<file path="config.mk">
export PLATFORM = sky130hd
export DESIGN_NAME = iob_2p_mem_pipe
export DESIGN_NICKNAME = d
export VERILOG_FILES = /design/src/rtl/iob_2p_mem_pkg.sv /design/src/rtl/iob_2p_mem_rd_pipe.sv /design/src/rtl/iob_2p_mem_pipe.sv
export SDC_FILE = /design/constraint.sdc
export NUM_CORES = 2
export LEC_CHECK = 0
export CORE_MARGIN = 4
export CORE_UTILIZATION = 60
export CTS_BUF_LIST = sky130_fd_sc_hd__clkbuf_4
export DETAILED_ROUTE_END_ITERATION = 10
export DONT_BUFFER_PORTS = 1
export PLACE_DENSITY = 0.8
export SLEW_MARGIN = 30
export SYNTH_ARGS = -nofsm -noshare
export SYNTH_HDL_FRONTEND = slang
export SYNTH_SLANG_ARGS = --single-unit
</file>
<file path="constraint.sdc">
create_clock -name clk -period 3.7 [get_ports clk]
set_input_delay 0.74 -clock clk [delete_from_list [all_inputs] [get_ports clk]]
set_output_delay 0.74 -clock clk [all_outputs]
set_load 0.005 [all_outputs]
</file>
<file path="src/rtl/iob_2p_mem_pkg.sv">
// Shared constants and byte-merge helper for the two-port pipelined memory.
// Used by the write path and by the optional IOB_2P_MEM_BYPASS_EN forwarding path.
package iob_2p_mem_pkg;

    localparam int unsigned RD_LAT_1 = 1;
    localparam int unsigned RD_LAT_2 = 2;

    // Upper bound for the width-generic merge helper; narrower words are zero-extended.
    localparam int unsigned MAX_DATA_W = 256;
    localparam int unsigned MAX_STRB_W = MAX_DATA_W / 8;

    function automatic int unsigned strb_w(input int unsigned data_w);
        return data_w / 8;
    endfunction

    function automatic logic [MAX_DATA_W-1:0] byte_merge(
        input logic [MAX_DATA_W-1:0] old_word,
        input logic [MAX_DATA_W-1:0] new_word,
        input logic [MAX_STRB_W-1:0] strb
    );
        logic [MAX_DATA_W-1:0] res;
        for (int i = 0; i < int'(MAX_STRB_W); i++) begin
            res[8*i +: 8] = strb[i] ? new_word[8*i +: 8] : old_word[8*i +: 8];
        end
        return res;
    endfunction

endpackage

</file>
<file path="src/rtl/iob_2p_mem_rd_pipe.sv">
// Second read-output stage: data/valid registers with synchronous reset.
// Data only loads on a valid beat so r_data holds between reads.
module iob_2p_mem_rd_pipe #(
    parameter int unsigned DATA_W = 32
) (
    input  logic              clk,
    input  logic              rst,
    input  logic              in_valid,
    input  logic [DATA_W-1:0] in_data,
    output logic              out_valid,
    output logic [DATA_W-1:0] out_data
);

    logic              valid_q;
    logic [DATA_W-1:0] data_q;

    always_ff @(posedge clk) begin
        if (rst) begin
            valid_q <= 1'b0;
            data_q  <= '0;
        end else begin
            valid_q <= in_valid;
            if (in_valid) begin
                data_q <= in_data;
            end
        end
    end

    assign out_valid = valid_q;
    assign out_data  = data_q;

endmodule

</file>
<file path="src/rtl/iob_2p_mem_pipe.sv">
// Two-port (1W/1R) byte-strobed memory with 1- or 2-cycle pipelined reads.
// Define IOB_2P_MEM_BYPASS_EN to forward same-cycle same-address writes to the read port.
module iob_2p_mem_pipe
    import iob_2p_mem_pkg::*;
#(
    parameter int unsigned DATA_W = 32,
    parameter int unsigned ADDR_W = 6,
    parameter int unsigned RD_LAT = 1
) (
    input  logic                      clk,
    input  logic                      rst,
    input  logic                      w_en,
    input  logic [strb_w(DATA_W)-1:0] w_strb,
    input  logic [ADDR_W-1:0]         w_addr,
    input  logic [DATA_W-1:0]         w_data,
    input  logic                      r_en,
    input  logic [ADDR_W-1:0]         r_addr,
    output logic [DATA_W-1:0]         r_data,
    output logic                      r_valid
);

    localparam int unsigned STRB_W = strb_w(DATA_W);
    localparam int unsigned DEPTH  = 2 ** ADDR_W;

    if (RD_LAT != RD_LAT_1 && RD_LAT != RD_LAT_2) begin : g_bad_lat
        $error("iob_2p_mem_pipe: RD_LAT must be 1 or 2");
    end
    if ((DATA_W % 8) != 0 || DATA_W == 0 || DATA_W > MAX_DATA_W) begin : g_bad_width
        $error("iob_2p_mem_pipe: DATA_W must be a non-zero multiple of 8 within MAX_DATA_W");
    end

    // Array is deliberately not reset.
    logic [DATA_W-1:0] mem [DEPTH];
    logic [DATA_W-1:0] wr_word;
    logic [DATA_W-1:0] rd_word;
    logic              rd1_valid_q;
    logic [DATA_W-1:0] rd1_data_q;

    always_comb begin
        wr_word = DATA_W'(byte_merge(MAX_DATA_W'(mem[w_addr]), MAX_DATA_W'(w_data),
                                     MAX_STRB_W'(w_strb)));
    end

    always_ff @(posedge clk) begin
        if (!rst && w_en) begin
            mem[w_addr] <= wr_word;
        end
    end

`ifdef IOB_2P_MEM_BYPASS_EN
    always_comb begin
        rd_word = mem[r_addr];
        if (w_en && (w_addr == r_addr)) begin
            rd_word = DATA_W'(byte_merge(MAX_DATA_W'(mem[r_addr]), MAX_DATA_W'(w_data),
                                         MAX_STRB_W'(w_strb)));
        end
    end
`else
    // Read-first: the array read sees the pre-write word on a collision.
    always_comb begin
        rd_word = mem[r_addr];
    end
`endif

    always_ff @(posedge clk) begin
        if (rst) begin
            rd1_valid_q <= 1'b0;
            rd1_data_q  <= '0;
        end else begin
            rd1_valid_q <= r_en;
            if (r_en) begin
                rd1_data_q <= rd_word;
            end
        end
    end

    if (RD_LAT == RD_LAT_2) begin : g_lat2
        iob_2p_mem_rd_pipe #(
            .DATA_W (DATA_W)
        ) u_rd_pipe (
            .clk       (clk),
            .rst       (rst),
            .in_valid  (rd1_valid_q),
            .in_data   (rd1_data_q),
            .out_valid (r_valid),
            .out_data  (r_data)
        );
    end else begin : g_lat1
        assign r_valid = rd1_valid_q;
        assign r_data  = rd1_data_q;
    end

    logic unused_strb_w;
    assign unused_strb_w = ^STRB_W;

endmodule

</file>
Yosys cells after proc, flatten, opt, wreduce, memory -nomap -nowiden
Memories as Yosys holds them, arrays and structs flattened. A register that Yosys moved wholly into a read port is not among the register bits.
Index checks and enable logic that the tools add are counted.
Widths: inputs -> output; s select.
{ "totals": {"regBits": 1, "ramBits": 2048, "wordCells": 18, "memories": 1} }
{ "classes": {"eq_ne": 4, "muxes": 6, "n_reduce_logical": 6} }
{ "memory_table": {"columns": ["name", "depth", "word_bits", "rd", "rd_clocked_by_memory_dff", "write_ports", "line_no", "rtl"], "rows": [
  ["mem", 64, 32, 1, 1, 1, "iob_2p_mem_pipe.sv:33", "logic [DATA_W-1:0] mem [DEPTH];"]
]} }
{ "op_table": {"columns": ["op", "n"], "rows": [
  ["$mux 8", 4],
  ["$reduce_and 2->1", 4],
  ["$ne 1x1->1 const B", 4],
  ["$mux 1", 2],
  ["$logic_and 1x1->1", 1],
  ["$logic_not 1->1", 1]
]} }

Longest topological paths before layout
{ "depth": {"word_depth": 5, "depth_mapped": 10, "ltp_nobuf": 5} }

Worst setup path after synthesis
Ideal clock, no wire load.
{ "synth_timing": {"path_kind": "input to register", "from": "in r_addr[2]", "to": "reg rd1_data_q[5], in the netlist r_data[5] (read register of mem)", "setup_time_ns": 0.127, "t_arrival_ns": 2.461, "slack_ns": 1.111, "stages": 7, "n_path_buf": 3, "cell_sequence": "buf_6 > buf_4 > buf_2 > mux4_2 > mux4_2 > a221oi_1 > o21ai_1"} }
{ "synth_lines": {"columns": ["element", "line_no", "rtl"], "rows": [
  ["from (decl)", "iob_2p_mem_pipe.sv:17", "input logic [ADDR_W-1:0] r_addr,"],
  ["to (decl)", "iob_2p_mem_pipe.sv:37", "logic [DATA_W-1:0] rd1_data_q;"]
]} }

==> metrics.csv <==
stage;metric;value;unit
clocking;clock-sinks;2081;
final_layout;fin_util;68.7;%
hold_path;worst_hold_path_type;primary input to register;
synth;synth_flop_cell;edfxtp_1;
critical_path;timing.critical_path.from_type;primary input;
clocking;tritoncts;done;
clocking;insertion_delay;1350;ps
clocking;htreeDepth;6;
drt;detail_route.iter0.violations;8193;
floorplanning;die_x;375;um
power_and_ir_drop;static-leakage-power;30.3;nW
synth;synth.yosys.seq_area_share;76.8;%
global_routing;grt_pass1_wl;325;mm
clocking;tritoncts.num_buffers;530;
sta;max-slew-margin-rel;0.693;%
sta;post-route-period-util;86.7;%
floorplanning;die_footprint;0.141;mm^2
floorplanning;io_pins;85;
power_and_ir_drop;power-per-cell-area;514;mW/mm^2
synth;synth-async-reset-ratio;0;%
global_routing;first_global_vias;46184;
place;dp_slack;128;ps
drt;detail_route.wirelength;229;mm
sta;rsz_0062_raised_after_global_routing;false;
flow_run;maxCapViolations;0;
critical_path;critPathArrivalTime;4410;ps
global_routing;largest_net_degree_at_the_start_of_global_routing;436;
final_layout;design_area;0.0918;mm^2
critical_path;worst-path-max-fanout;59;
critical_path;worstSetupEndpointType;register;
floorplanning;fp.dieH;375;um
synth;synth_area;0.0809;mm^2
synth;post_synthesis_register_bit_count;2081;
synth;synth_enable_flop_cells;2048;
synth;syn_nets;4075;
place;dpl_cell_area;0.0837;mm^2
clocking;root_buffer;clkbuf_4;
sta;final.setup.tns;0;ps
final_layout;area_growth;13.5;%
final_layout;final_nets;4710;
sta;timing.final.max_slew_violations;0;
sta;setup_ws;492;ps
sta;finalHoldViolations;0;
final_layout;fraction_of_final_layout_cells_sized_beyond_drive_strength_1;30.9;%
drt;antenna_violating_nets_post_route;0;
drt;detail_route.vias_per_cell;6.79;
synth;synthDominantAreaCellType;edfxtp_1;
global_routing;gr-usage-all-layers;32.6;%
place;place_congestion;0.925;
place;dp.final_hpwl;133;mm
place;place.port_buffers;0;
synth;synth_cells;4023;
power_and_ir_drop;peakVddDrop;0.244;mV
sta;tightestPinTransition;1490;ps
synth;synth.avg_cell_area;20.1;um^2
critical_path;worstPathRequired;4900;ps
floorplanning;placeableCoreArea;0.134;mm^2
critical_path;worst-setup-path-type;primary input to register;
run_status;result_of_the_run;completed;
global_routing;globalRouteOverflowTotal;0;
sta;final.setup_skew;101;ps
clocking;cts_max_path_buffers;4;
synth;yosysTopAreaCellShare;76.0;%
global_routing;grt_antenna_before_repair;18;
drt;detail_route.wl_per_cell;33.8;um
sta;final_period_minus_worst_setup_slack;3210;ps
sta;setup_viol_count_final;0;
drt;route.vias.total;46034;
floorplanning;floorplan.rows;134;
clocking;clkTransAtPathRegs;70;ps
drt;drcViolationCount;0;
floorplanning;initial_core_util;60.5;%
synth;netlist_top_cells_area;edfxtp_1 76%, mux4_2 11%, mux2i_1 3.3%, nor2_1 1.4%, dfxtp_1 0.82%;
synth;ys.warnings.count;0;
drt;drt_pass1_iterations;6;
synth;post_synth_num_cell_types;57;
sta;fmax;312;MHz
[worst paths after layout]
check	startpoint	to	slack, ps	depth (start not counted)
max	r_addr[0]	r_data[4]	490	10
min	r_addr[0]	r_data[13]	130	4
max reg2reg	mem[44][4]	r_data[4]	510	8
min reg2reg	r_data[22]	r_data[22]	600	2
[report_power, final]
part / internal, W / switching, W / total (W)
clock network: 0.00997 / 0.00892 / 0.0189
logic: 0.000895 / 0.00139 / 0.00228
registers: 0.0259 / 0.000124 / 0.0261
total: 0.0368 / 0.0104 / 0.0472
[layout make-up]
cell class              instances  area [um^2]
diodes                          9         22.5
clock buffers                 769         5770
clock inverters               106          596
fillers                      7874        41800
inverters                       3         11.3
multi-input cells            1691        17400
flip-flops and latches       2081        62200
well taps                    1768         2210
repair buffers                351         3620
[layout by cell type, fill, tap and decap left out, types with 33 or more instances in the layout]
cell type and n:
dfxtp_1 33, dlygate4sd3_1 57, mux2i_1 270, o22ai_1 54
a22oi_1 34, a31oi_1 33, o21ai_0 45, o21a_1 35
clkbuf_4 769, nand2_1 161, mux4_2 385, nor2_1 294
buf_16 38, a21oi_1 47, a221oi_1 37, buf_4 249
edfxtp_1 2048, clkinv_1 77
[flip-flops by register name, indices dropped and copies added, names as in the netlist]
signal,count
r_data,32
r_valid,1
mem,2048
[cells by family after synthesis]
kind of cell | Yosys count | share of synthesized area (%)
AOI/OAI and AO/OA | 461 | 4.12
buffers and inverters | 251 | 1.70
DFF | 2081 | 76.8
muxes | 695 | 14.6
and+or+nand+nor | 535 | 2.74
[synth_stat cells, types with 8 or more instances]
cell type  number
edfxtp_1     2048
mux4_2        385
nor2_1        297
mux2i_1       270
nand2_1       167
clkbuf_1      113
o22ai_1        54
buf_2          53
a21oi_1        47
o21ai_0        45
buf_4          41
a221oi_1       37
o21a_1         35
a22oi_1        34
a31oi_1        33
dfxtp_1        33
mux2_2         30
buf_6          28
o221ai_1       28
o21ai_1        26
a22o_1         16
a2bb2oi_1      16
o211ai_1       15
o2111ai_1      14
buf_1          12
nor2b_1        12
o221a_2        12
o221a_1        11
mux2_1         10
nand2b_1       10
nand3_1         9
a2111oi_0       8
a221o_1         8
[through the flow]
step	hold WS [ps]	total power, W	cells
4_1_cts	1.96	0.0471	6764
6_report	126	0.0472	6778
2_1_floorplan	457	0.0278	4023
5_1_grt	117	0.0488	6770
3_3_place_gp	542	0.0280	5793
3_5_place_dp	574	0.0280	5793
[repair_timing]
action	in CTS	in global routing
hold buffers	96	0
setup buffers	0	0
gates resized for setup	0	1
hold endpoints to repair	2137	0
setup endpoints to repair	0	1
[worst max-delay path, stage by stage]
cell and delay [ps]:
buf_16 370, buf_16 380, mux4_2 560, nand2_1 90, dlygate4sd3_1 550, a21oi_1 60, dlygate4sd3_1 620, a211oi_2 210
nand3_1 100, dlygate4sd3_1 580
[metal layers]
metal / share of wire (%) / track usage, % / vias to the layer above / wire length, um
li1: - / - / 18180 / -
met4: 6.5 / 19.0 / 14 / 15000
met2: 44 / 46.2 / 4272 / 101000
met1: 32 / 43.0 / 22771 / 74100
met3: 17 / 13.5 / 797 / 39200
met5: 0.040 / 0 / - / 92
(Power assumes the default switching activity.)
